===== src/rtl/cmd_interp_ctrl_pkg.sv =====
`default_nettype none
// ============================================================================
// Module      : cmd_interp_ctrl_pkg
// Description : Shared definitions for the calculator command interpreter:
//               opcode byte values, ALU operation encodings, FSM state
//               encoding and the opcode decode helper.
// Revision    : 1.0 - initial release
// ============================================================================
package cmd_interp_ctrl_pkg;

    // ASCII operator characters received over the UART
    localparam logic [7:0] OPC_ADD = 8'h2B;  // '+'
    localparam logic [7:0] OPC_SUB = 8'h2D;  // '-'
    localparam logic [7:0] OPC_MUL = 8'h2A;  // '*'
    localparam logic [7:0] OPC_AND = 8'h26;  // '&'

    typedef enum logic [1:0] {
        ALU_ADD = 2'd0,
        ALU_SUB = 2'd1,
        ALU_MUL = 2'd2,
        ALU_AND = 2'd3
    } alu_op_t;

    typedef enum logic [2:0] {
        ST_IDLE     = 3'd0,
        ST_GET_A    = 3'd1,
        ST_LOAD_A   = 3'd2,
        ST_GET_B    = 3'd3,
        ST_LOAD_B   = 3'd4,
        ST_START    = 3'd5,
        ST_WAIT_ALU = 3'd6,
        ST_SEND     = 3'd7
    } state_t;

    typedef struct packed {
        logic    valid;
        alu_op_t op;
    } opc_dec_t;

    // Map an opcode byte onto an ALU operation; valid=0 for unknown bytes
    function automatic opc_dec_t decode_opcode(input logic [7:0] byte_in);
        opc_dec_t dec;
        dec.valid = 1'b1;
        dec.op    = ALU_ADD;
        case (byte_in)
            OPC_ADD: dec.op = ALU_ADD;
            OPC_SUB: dec.op = ALU_SUB;
            OPC_MUL: dec.op = ALU_MUL;
            OPC_AND: dec.op = ALU_AND;
            default: dec.valid = 1'b0;
        endcase
        return dec;
    endfunction

endpackage
`default_nettype wire


===== src/rtl/cmd_interp_ctrl_timeout_cnt.sv =====
`default_nettype none
// ============================================================================
// Module      : cmd_timeout_cnt
// Description : Inter-byte idle counter. Clears on request, counts while
//               enabled and flags expiry on the last allowed idle cycle.
// Revision    : 1.0 - initial release
// ============================================================================
module cmd_timeout_cnt #(
    parameter int TIMEOUT_CYCLES = 1000,
    parameter int CNT_W          = 10
) (
    input  logic clk,
    input  logic rst,        // asynchronous, active-low
    input  logic clear,
    input  logic enable,
    output logic expired
);

    localparam logic [CNT_W-1:0] c_last = CNT_W'(TIMEOUT_CYCLES - 1);

    logic [CNT_W-1:0] r_count;

    // Idle counter: clear has priority; holds at the last value so it never wraps
    always_ff @(posedge clk or negedge rst) begin
        if (!rst) begin
            r_count <= '0;
        end else if (clear) begin
            r_count <= '0;
        end else if (enable && (r_count != c_last)) begin
            r_count <= r_count + 1'b1;
        end
    end

    assign expired = enable && (r_count == c_last);

endmodule
`default_nettype wire


===== src/rtl/cmd_interp_ctrl.sv =====
`default_nettype none
// ============================================================================
// Module      : cmd_interp_ctrl
// Description : Command sequencing FSM. Parses opcode / operand A / operand B
//               bytes, loads the operand register, starts the ALU, waits for
//               completion and requests result transmission.
// Revision    : 1.0 - initial release
// ============================================================================
module cmd_interp_ctrl
    import cmd_interp_ctrl_pkg::*;
#(
    parameter int TIMEOUT_CYCLES = 1000,
    parameter int CNT_W          = 10
) (
    input  logic       clk,
    input  logic       rst,        // asynchronous, active-low
    input  logic [7:0] rx_data,
    input  logic       rx_valid,
    output logic [7:0] reg_in,
    output logic       load1,
    output logic       load2,
    output logic [1:0] alu_op,
    output logic       alu_start,
    input  logic       alu_done,
    input  logic       tx_busy,
    output logic       tx_start,
    output logic       busy,
    output logic       err
);

    state_t     r_state;
    logic [7:0] r_reg_in;
    alu_op_t    r_alu_op;
    logic       r_load1;
    logic       r_load2;
    logic       r_alu_start;
    logic       r_tx_start;
    logic       r_busy;
    logic       r_err;

    opc_dec_t   w_dec;
    logic       w_in_get;
    logic       w_expired;

    assign w_dec    = decode_opcode(rx_data);
    assign w_in_get = (r_state == ST_GET_A) || (r_state == ST_GET_B);

    // Counter is held clear outside the operand-wait states, so it starts at
    // zero on every entry, and restarts on each accepted byte.
    cmd_timeout_cnt #(
        .TIMEOUT_CYCLES (TIMEOUT_CYCLES),
        .CNT_W          (CNT_W)
    ) u_timeout (
        .clk     (clk),
        .rst     (rst),
        .clear   (!w_in_get || rx_valid),
        .enable  (w_in_get),
        .expired (w_expired)
    );

    // Command FSM with all outputs registered; strobes default low each cycle
    always_ff @(posedge clk or negedge rst) begin
        if (!rst) begin
            r_state     <= ST_IDLE;
            r_reg_in    <= 8'h00;
            r_alu_op    <= ALU_ADD;
            r_load1     <= 1'b0;
            r_load2     <= 1'b0;
            r_alu_start <= 1'b0;
            r_tx_start  <= 1'b0;
            r_busy      <= 1'b0;
            r_err       <= 1'b0;
        end else begin
            r_load1     <= 1'b0;
            r_load2     <= 1'b0;
            r_alu_start <= 1'b0;
            r_tx_start  <= 1'b0;
            r_err       <= 1'b0;
            case (r_state)
                ST_IDLE: begin
                    if (rx_valid) begin
                        if (w_dec.valid) begin
                            r_alu_op <= w_dec.op;
                            r_state  <= ST_GET_A;
                            r_busy   <= 1'b1;
                        end else begin
                            r_err    <= 1'b1;
                        end
                    end
                end
                ST_GET_A: begin
                    // A byte on the expiry cycle still wins over the timeout
                    if (rx_valid) begin
                        r_reg_in <= rx_data;
                        r_load1  <= 1'b1;
                        r_state  <= ST_LOAD_A;
                    end else if (w_expired) begin
                        r_err    <= 1'b1;
                        r_state  <= ST_IDLE;
                        r_busy   <= 1'b0;
                    end
                end
                ST_LOAD_A: begin
                    r_state <= ST_GET_B;
                end
                ST_GET_B: begin
                    if (rx_valid) begin
                        r_reg_in <= rx_data;
                        r_load2  <= 1'b1;
                        r_state  <= ST_LOAD_B;
                    end else if (w_expired) begin
                        r_err    <= 1'b1;
                        r_state  <= ST_IDLE;
                        r_busy   <= 1'b0;
                    end
                end
                ST_LOAD_B: begin
                    r_alu_start <= 1'b1;
                    r_state     <= ST_START;
                end
                ST_START: begin
                    r_state <= ST_WAIT_ALU;
                end
                ST_WAIT_ALU: begin
                    if (alu_done) begin
                        r_state <= ST_SEND;
                    end
                end
                ST_SEND: begin
                    if (!tx_busy) begin
                        r_tx_start <= 1'b1;
                        r_state    <= ST_IDLE;
                        r_busy     <= 1'b0;
                    end
                end
                default: begin
                    r_state <= ST_IDLE;
                    r_busy  <= 1'b0;
                end
            endcase
        end
    end

    assign reg_in    = r_reg_in;
    assign load1     = r_load1;
    assign load2     = r_load2;
    assign alu_op    = r_alu_op;
    assign alu_start = r_alu_start;
    assign tx_start  = r_tx_start;
    assign busy      = r_busy;
    assign err       = r_err;

endmodule
`default_nettype wire


===== config.mk =====
export PLATFORM = sky130hd
export DESIGN_NAME = cmd_interp_ctrl
export DESIGN_NICKNAME = d
export VERILOG_FILES = /design/src/rtl/cmd_interp_ctrl_pkg.sv /design/src/rtl/cmd_interp_ctrl_timeout_cnt.sv /design/src/rtl/cmd_interp_ctrl.sv
export SDC_FILE = /design/constraint.sdc
export NUM_CORES = 1
export LEC_CHECK = 0
export CAP_MARGIN = 20
export CORE_MARGIN = 2
export CORE_UTILIZATION = 54
export DETAILED_ROUTE_END_ITERATION = 12
export PLACE_DENSITY = 0.92
export SYNTH_ARGS = -nofsm -noshare
export SYNTH_HDL_FRONTEND = slang
export SYNTH_SLANG_ARGS = --single-unit

===== constraint.sdc =====
create_clock -name clk -period 3.04 [get_ports clk]
set_input_delay 0.456 -clock clk [delete_from_list [all_inputs] [get_ports clk]]
set_output_delay 0.456 -clock clk [all_outputs]
set_load 0.005 [all_outputs]

==> impl_results.md, run 1 <==
* Post-Syn Area per Cell at 11.30 µm²
* Crit path cell chain: clkdlybuf4s50_1 -> nor2b_1 -> nand2_1 -> mux2_1
* Setup crit start kind: input port
* Final hold violations at 0
* Max Freq at 546.9 MHz
* CP max stage cell: clkdlybuf4s50_1
* Class of the most critical setup path: input port to register
* Rows at 18
* Antenna Nets Post-Route at 0
* Clock root cell: clkbuf_4
* # clock sinks at 29
* Status: finished, final reports clean
* Multiplexer share of the synthesized area at 7.143%
* R2R Path Start: u_timeout.r_count[0]$_DFFE_PN0P_
* Vias at 1109
* WL/cell at 15.65 µm
* Post-route minimum period at 1.828 ns
* Core footprint at 2477 µm²
* Clock Skews at 0.009508 ns
* Tcrit/Tclk final at 60.15%
* Yosys top cell by area: dfrtp_1
* First-pass GRT wire length at 4761 µm
* Nets at 171
* Pwr dens at 692.8 nW/µm²
* Synth Area in Compound Gates at 9.732%
* Flops & latches, synth at 29
* Max VDD drop at 0.5849 mV
* Gr ovfl total at 0
* Main combinational cell family by area after synthesis: simple AND/OR/NAND/NOR gates
* Area of the multi-input gates at 643.1 µm²
* Cell count of the worst reg-to-reg path at 5
* Cell Area, Synth at 1401 µm²
* # fillers at 185
* Total track usage at 23.57%
* Drt drc at 0
* Setup tns final at 0 ns
* R2R setup slack at 1.39 ns
* Ys async rst share at 100.0%
* Critical Path Stages at 4
* First-iteration detailed-routing DRC count at 22
* Initial antenna violation count at 0
* CTS resizes at 0
* Post-CTS Setup Bufs at 0
* Arrival @ worst endpoint at 2.03 ns
* Xor/xnor share of the synthesized area at 4.375%
* Worst-Margin Slew at 0.4935 ns
* Starting Density at 56.57%
* H-tree depth at 2
* MaxCap Viol Count at 0
* PortBufs at 28
* Total CTS buffers at 5
* Crit end category: register
* Chip height at 54.94 µm
* Mapped Nets at 138
* Cts hold-fix bufs at 0
* Hpwl dp at 2253 µm
* Routability cong. at 0.7912
* Reg2Reg Capture Point: r_state[0]$_DFFE_PN0P_
* Max Slew Vio Count at 0
* Yosys warns at 0
* Share of cells above drive strength 1 at 13.29%
* Leak at 0.7188 nW
* Most frequent cells in the layout: 29 x dfrtp_1, 28 x clkdlybuf4s50_1, 15 x nor2_1
* HP Class: input port to asynchronous set/reset pin
* RSZ-0062 raised after global routing: false
* Worst skew pair latency at 0.32 ns
* Synthesis-to-finish area growth at 26.70%
* Commonest non-fill, non-tap cell in the layout: dfrtp_1
* Die width at 54.94 µm
* Max FO, Critical Path at 9
* Simple-Gate Fraction of Synth Area at 23.75%
* Drt via density at 5.899
* Largest delay share family, worst path: buffers and inverters
* Slew Limit Headroom at 67.10%
* Top cells by area, synth: dfrtp_1 52%, mux2_1 6.4%, nor2_1 4.0%
* CP required at 3.24 ns
* Adder-cell share of the synthesized area at 0.8929%
* # diodes at 0
* CTS tree: built
* Final wirelength at 2942 µm
* Sequential share of the synthesized area at 51.79%
* Synth Instances at 124
* I/O pin count at 29
* DIE AREA at 3018 µm²
* Number of global-route vias before repair at 1065
* Number of synthesized flops with an enable pin at 0
* Clock-pin slew on the worst setup and hold paths at 0.08 ns
* Unique masters post-synth at 42
* Final setup viols at 0
* FF+latch area at 725.7 µm²
* Crit-path max cell delay at 0.63 ns
* DR pass1 iterations at 5
* Clk buf depth at 2
* CP Buf/Inv Count at 1
* Top FF cell, synth: dfrtp_1
* Yosys top cell area share at 51.79%
* Util after Layout at 71.67%
* Pin count of the biggest net entering global routing at 30
==> area by class of cell <==
class                           instances  area share, %
Tap cell                               30          2.114
Clock inverter                          1         0.2819
Multi-Input combinational cell         89          36.22
Clock buffer                            7          3.665
Timing Repair Buffer                   29          16.21
Sequential cell                        29          40.87
Inverter                                3         0.6343
==> cell families after synthesis <==
group,Yosys count
and+or+nand+nor,54
DFF,29
AOI/OAI and AO/OA,18
muxes,9
xor gates and xnor gates,7
buffers and inverters,6
adders and majority gates,1
==> power breakdown <==
| group | internal [W] | total (W) | switching, W |
|---|---|---|---|
| combinational | 0.000231 | 0.000376 | 0.000145 |
| clock | 0.000134 | 0.000260 | 0.000126 |
| sequential | 0.000480 | 0.000595 | 0.000115 |
==> stage by stage <==
| step | total power, W | instances | setup WS (ns) | instance area, µm² | hold slack (ns) |
|---|---|---|---|---|---|
| floorplan | 0.0007718 | 124 | 1.568 | 1401 | 0.1604 |
| global placement | 0.0009515 | 180 | 0.9855 | 1705 | 0.4746 |
| detailed placement | 0.0009798 | 180 | 0.8861 | 1705 | 0.4808 |
| CTS | 0.001244 | 188 | 1.226 | 1775 | 0.4909 |
| global route | 0.001310 | 188 | 1.146 | 1775 | 0.5211 |
| finish | 0.001230 | 188 | 1.212 | 1775 | 0.4925 |
==> worst max-delay path by stage <==
stage / from / end / slack (ns)
2_1_floorplan: u_timeout.r_count[0]$_DFFE_PN0P_ / u_timeout.r_count[1]$_DFFE_PN0P_ / 1.57
3_3_place_gp: rx_valid / reg_in[7]$_DFFE_PN0P_ / 0.99
3_5_place_dp: rx_valid / reg_in[5]$_DFFE_PN0P_ / 0.89
4_1_cts: rx_valid / reg_in[5]$_DFFE_PN0P_ / 1.23
5_1_grt: rx_valid / reg_in[5]$_DFFE_PN0P_ / 1.15
6_report: rx_valid / reg_in[5]$_DFFE_PN0P_ / 1.21
==> registers in the layout (all words and copies together) (netlist names) <==
name,count
alu_start,1
busy,1
u_timeout.r_count,10
load2,1
err,1
reg_in,8
tx_start,1
alu_op,2
load1,1
r_state,3
==> worst reg2reg max path, cell delays in order, from the launching register on <==
cell and delay [ns]:
dfrtp_1 0.39, ha_1 0.23, nand2_2 0.11, nor4_4 0.49
a2111o_1 0.24, o22ai_1 0.08
==> cells in the mapped netlist, types with 2 or more instances <==
library cell / instances
inv_1: 3
dfrtp_1: 29
nor2_2: 2
nor3_1: 4
a21oi_1: 5
xor2_1: 3
xnor2_1: 4
nand2_2: 2
nor2b_1: 2
nand3_1: 4
or3_1: 2
mux2_1: 8
nor4b_2: 2
buf_2: 2
nand2_1: 10
o21ai_0: 2
nor2_1: 15
==> routing by layer <==
layer  global-route usage [%]  share of wire [%]  vias to the layer above
met2                    39.48                 55                       37
met5                        0                  0                        -
li1                         -                  -                      513
met1                    26.92                 37                      552
met3                    5.914                5.5                        7
met4                    14.63                2.2                        0
Note: power is estimated with default switching activity, not from simulation.
==> inputs of run 2 (changes only) <==
CORE_UTILIZATION = 45   (was 54)
PLACE_DENSITY = 0.82   (was 0.92)
clock period = 1.5 ns   (was 3.04 ns; I/O delays follow)
==> run 2 against run 1 <==
Net effect: the flow now finishes with violations (negative setup slack); non-clock buffer count up 30; combinational power rose to 2.7 times the previous value; register-to-register slack worse by 1.4 ns; first-iteration DRC count up 86%; flip-flop and latch count unchanged; design area up 14%; cell count up 18%; routed wire length up 23%; clock power up 110%.
==> impl_results.md, run 2 (same netlist as run 1, synthesis figures left out) <==
* DIE AREA at 3577 µm²
* Nets at 201
* Seq pwr share at 41.8%
* Worst skew pair latency at 0.34 ns
* Max reg flops at 10
* Most flops, register: u_timeout.r_count
* Internal Power at 0.001840 W
* CTS tree: built
* DR pass1 iterations at 4
* Final cell count without fillers at 221
* CP required at 1.73 ns
* CP max stage cell: dfrtp_1
* Synthesis-to-finish area growth at 44.55%
* Post-route minimum period at 1.506 ns
* Sw frac at 32.77%
* Leak at 0.8732 nW
* MaxCap Viol Count at 0
* Setup crit start: u_timeout.r_count[0]$_DFFE_PN0P_
* Pwr dens at 1351 nW/µm²
* Pin count of the biggest net entering global routing at 30
* Crit-path max cell delay at 0.37 ns
* Total CTS buffers at 5
* Max FO, Critical Path at 3
* Sw Pwr at 0.0008965 W
* Combinational fraction of design power at 37.8%
* I/O pin count at 29
* Total track usage at 22.26%
* Drt drc at 0
* Reg2Reg Capture Point: u_timeout.r_count[1]$_DFFE_PN0P_
* Class of the most critical setup path: register to register
* Inst Count DP at 207
* Chip height at 59.81 µm
* Worst-Margin Slew at 0.4327 ns
* Die width at 59.81 µm
* Slew Limit Headroom at 71.11%
* Most frequent cells in the layout: 31 x buf_4, 28 x dfrtp_1, 28 x clkdlybuf4s50_1
* Max Slew Vio Count at 0
* Largest delay share family, worst path: simple AND/OR/NAND/NOR gates
* Antenna Nets Post-Route at 0
* Drt via density at 5.480
* WL/cell at 16.38 µm
* Final worst slack at -0.006144 ns
* Core footprint at 3003 µm²
* Share of cells above drive strength 1 at 28.72%
* Clock Skews at 0.008909 ns
* Max Freq at 663.9 MHz
* Number of global-route vias before repair at 1227
* Setup crit start kind: register
* PortBufs at 28
* Arrival @ worst endpoint at 1.73 ns
* Rows at 20
* Clock root cell: clkbuf_4
* Clk buf depth at 2
* Cell count of the worst reg-to-reg path at 6
* Setup tns final at -0.01187 ns
* R2R Path Start: u_timeout.r_count[0]$_DFFE_PN0P_
* Vias at 1211
* Crit path cell chain: ha_2 -> nand2_2 -> nor4_4 -> buf_4 -> mux2i_1 -> nor2_2
* Initial antenna violation count at 0
* Final setup viols at 2
* CP Buf/Inv Count at 1
* Tcrit/Tclk final at 100.4%
* Commonest non-fill, non-tap cell in the layout: buf_4
* Failing checks: negative setup slack
* Max VDD drop at 0.7761 mV
* # clock sinks at 29
* H-tree depth at 2
* Gr ovfl total at 0
* Status: finished with violations
* Cts hold-fix bufs at 0
* HP Class: input port to asynchronous set/reset pin
* R2R setup slack at -0.006 ns
* Routability cong. at 0.7365
* Final wirelength at 3619 µm
* Starting Density at 46.67%
* First-iteration detailed-routing DRC count at 41
* RSZ-0062 raised after global routing: true
* Hpwl dp at 2432 µm
* Clock network power share at 20.4%
* # diodes at 0
* Final hold violations at 0
* First-pass GRT wire length at 5658 µm
* Crit end category: register
* Clock-pin slew on the worst setup and hold paths at 0.10 ns
-- run 2: through the flow --
step	setup WS, ns	instance area [µm²]	hold slack (ns)	power, W	utilization (%)
6_report	-0.006144	2026	0.2564	0.002736	67.46
4_1_cts	-0.009444	1987	0.2666	0.002652	66.17
3_3_place_gp	-0.1794	1889	0.4656	0.002048	62.92
2_1_floorplan	0.02806	1401	-0.07059	0.001564	-
5_1_grt	-0.05571	2026	0.2890	0.002891	67.46
3_5_place_dp	-0.2581	1889	0.4815	0.002108	62.92
-- run 2: what timing repair did --
| item | CTS | global route |
|---|---|---|
| pin swaps | 2 | 3 |
| setup buffers | 3 | 3 |
| endpoints found under the hold margin | 0 | 0 |
| endpoints found under the setup margin | 3 | 8 |
| gates resized for setup | 2 | 3 |
-- run 2: worst max path at each step --
stage / slack, ns / to / cells after the start
finish: -0.006 / u_timeout.r_count[1]$_DFFE_PN0P_ / 6
global route: -0.06 / u_timeout.r_count[1]$_DFFE_PN0P_ / 6
CTS: -0.009 / u_timeout.r_count[1]$_DFFE_PN0P_ / 5
detailed placement: -0.26 / r_state[0]$_DFFE_PN0P_ / 6
global placement: -0.18 / err$_DFF_PN0_ / 5
floorplan: 0.03 / u_timeout.r_count[1]$_DFFE_PN0P_ / 5
-- run 2: per-layer routing --
layer / global-route usage [%] / vias to the layer above / share of wire [%]
li1: - / 571 / -
met1: 27.29 / 590 / 41
met2: 35.56 / 43 / 52
met3: 6.926 / 7 / 4.2
met4: 10.48 / 0 / 2.5
met5: 0 / - / 0
-- run 2: power by group through the flow --
stage / Clock, W / Sequential, W / Combinational [W]
3_5_place_dp: 0 / 0.00115 / 0.000956
3_3_place_gp: 0 / 0.00112 / 0.000924
4_1_cts: 0.000558 / 0.00113 / 0.000960
6_report: 0.000557 / 0.00114 / 0.00103
5_1_grt: 0.000603 / 0.00117 / 0.00111
2_1_floorplan: 0 / 0.00111 / 0.000459
-- run 2: layout make-up --
type,count,area (µm²)
fillers,235,977.2
well taps,33,41.29
clock inverters,1,5.005
inverters,3,11.26
repair buffers,59,513.0
clock buffers,7,65.06
flip-flops and latches,29,726.9
multi-input cells,89,663.1
==> inputs of run 3 (changes only) <==
CORE_MARGIN = default   (was 2)
CTS_CLUSTER_DIAMETER = 100   (was default)
==> run 3 against run 2 <==
Net effect: fmax decreased by 3.3%; register-to-register slack got worse by 0.05 ns; sequential power about the same; clock power increased by 44%; the flow finishes with violations (design-rule violations, negative setup slack); non-clock buffer count decreased by 3; largest power group unchanged; flip-flop and latch count unchanged; clock-buffer cell count decreased by 2; sequential share of layout area decreased by 0.24 points.
==> impl_results.md, run 3 (same netlist as run 1, synthesis figures left out) <==
* PortBufs at 28
* Cts hold-fix bufs at 0
* Setup tns final at -0.1053 ns
* Total track usage at 21.99%
* Max FO, Critical Path at 4
* Total CTS buffers at 5
* H-tree depth at 2
* Antenna Nets Post-Route at 0
* Initial antenna violation count at 0
* Synthesis-to-finish area growth at 45.27%
* First-iteration detailed-routing DRC count at 42
* Most frequent cells in the layout: 29 x dfrtp_1, 28 x clkdlybuf4s50_1, 28 x buf_4
* RSZ-0062 raised after global routing: true
* HP Class: input port to asynchronous set/reset pin
* Starting Density at 49.12%
* Area post-placement at 1887 µm²
* Slew Limit Headroom at 72.90%
* DIE AREA at 3341 µm²
* Final Cell Area at 2036 µm²
* Status: finished with violations
* Final setup viols at 4
* Max reg flops at 10
* Max Slew Vio Count at 0
* DR pass1 iterations at 9
* Pin count of the biggest net entering global routing at 30
* Area of the multi-input gates at 666.9 µm²
* # clock sinks at 29
* Leak at 0.8753 nW
* Share of cells above drive strength 1 at 26.49%
* Final cell count without fillers at 216
* Vias at 1182
* Chip height at 57.81 µm
* Most flops, register: u_timeout.r_count
* Final worst slack at -0.05729 ns
* Final wirelength at 3149 µm
* WL/cell at 14.58 µm
* Clock Skews at 0.007717 ns
* Arrival @ worst endpoint at 1.77 ns
* Pwr dens at 1430 nW/µm²
* Clock-pin slew on the worst setup and hold paths at 0.09 ns
* R2R setup slack at -0.06 ns
* Setup crit start kind: register
* R2R Path Start: u_timeout.r_count[1]$_DFFE_PN0P_
* Die width at 57.81 µm
* Worst skew pair latency at 0.33 ns
* CP required at 1.72 ns
* Commonest non-fill, non-tap cell in the layout: dfrtp_1
* Most Crowded Layer GR: met2
* Max VDD drop at 1.062 mV
* Met2 Use GR at 35.80%
* Worst-Margin Slew at 0.4008 ns
* CTS tree: built
* Gr ovfl total at 0
* Clock root cell: clkbuf_4
* Routability cong. at 0.8941
* Number of global-route vias before repair at 1180
* Max Freq at 642.1 MHz
* GR met1 Demand/Resource at 26.54%
* Post-route minimum period at 1.557 ns
* I/O pin count at 29
* Reg2Reg Capture Point: u_timeout.r_count[1]$_DFFE_PN0P_
* Drt drc at 1
* Class of the most critical setup path: register to register
* Rows at 19
* First-pass GRT wire length at 5382 µm
* # diodes at 0
* Crit end category: register
* Core footprint at 2853 µm²
* Met3 global-route usage at 6.250%
* MaxCap Viol Count at 0
* Nets at 198
* Cell count of the worst reg-to-reg path at 6
* Drt via density at 5.472
* # fillers at 201
* Failing checks: design-rule violations, negative setup slack
* Final Total Pwr at 0.002911 W
* Inst Count DP at 205
* FF+latch area at 725.7 µm²
* Clk buf depth at 2
* Tcrit/Tclk final at 103.8%
* Final hold violations at 0
* Hpwl dp at 2344 µm
* Final hold slack at 0.2650 ns
## run 3: changes by cell type in the layout (fill, tap and decap cells not counted), sizes merged
cell,before,now
buf,31,28
clkbuf,7,5
bufinv,0,2
## run 3: worst max-delay path, cell delays in order, from the launching register on
cell and delay, ns:
dfrtp_1 0.37, ha_2 0.19, nand2_2 0.07, nor4_4 0.37
buf_4 0.19, mux2i_1 0.21, nor2_2 0.05
## run 3: timing repair
action                                 4_1_cts  5_1_grt
pin swaps                                    3        3
buffers inserted                             2        1
cloned                                       0        0
gates resized for setup                      2        2
endpoints found under the hold margin        0        0
setup endpoints to repair                    3        6
## run 3: area by class of cell
class	instances	share of cell area [%]
Tap cell	31	1.905
Clock buffer	5	1.844
Multi-Input combinational cell	89	32.76
Sequential cell	29	35.65
Timing Repair Buffer	56	24.09
Inverter	3	0.5532
Clock inverter	3	3.196
## run 3: per-layer routing
layer	share of wire, %	routed length [µm]
met1	41	1287
met2	53	1662
met3	4.6	145
met4	1.7	54
met5	0	0
## run 3: stage by stage
| step | util, % | setup slack, ns |
|---|---|---|
| finish | 71.36 | -0.05729 |
| global route | 71.36 | -0.1316 |
| CTS | 70.44 | -0.05602 |
| detailed placement | 66.14 | -0.2902 |
| global placement | 66.14 | -0.1911 |
| floorplan | - | 0.02806 |
## run 3: worst max path at each step
stage / start / endpoint
2_1_floorplan: u_timeout.r_count[0]$_DFFE_PN0P_ / u_timeout.r_count[1]$_DFFE_PN0P_
3_3_place_gp: rx_data[3] / err$_DFF_PN0_
3_5_place_dp: rx_data[3] / r_state[0]$_DFFE_PN0P_
4_1_cts: u_timeout.r_count[4]$_DFFE_PN0P_ / u_timeout.r_count[1]$_DFFE_PN0P_
5_1_grt: u_timeout.r_count[1]$_DFFE_PN0P_ / u_timeout.r_count[1]$_DFFE_PN0P_
6_report: u_timeout.r_count[1]$_DFFE_PN0P_ / u_timeout.r_count[1]$_DFFE_PN0P_
## run 3: power by group
| group | switching, W | internal (W) | leakage [nW] |
|---|---|---|---|
| logic | 0.000387 | 0.000578 | 0.442 |
| registers | 0.000170 | 0.000973 | 0.378 |
| clock network | 0.000285 | 0.000516 | 0.0552 |
| total | 0.000843 | 0.00207 | 0.875 |
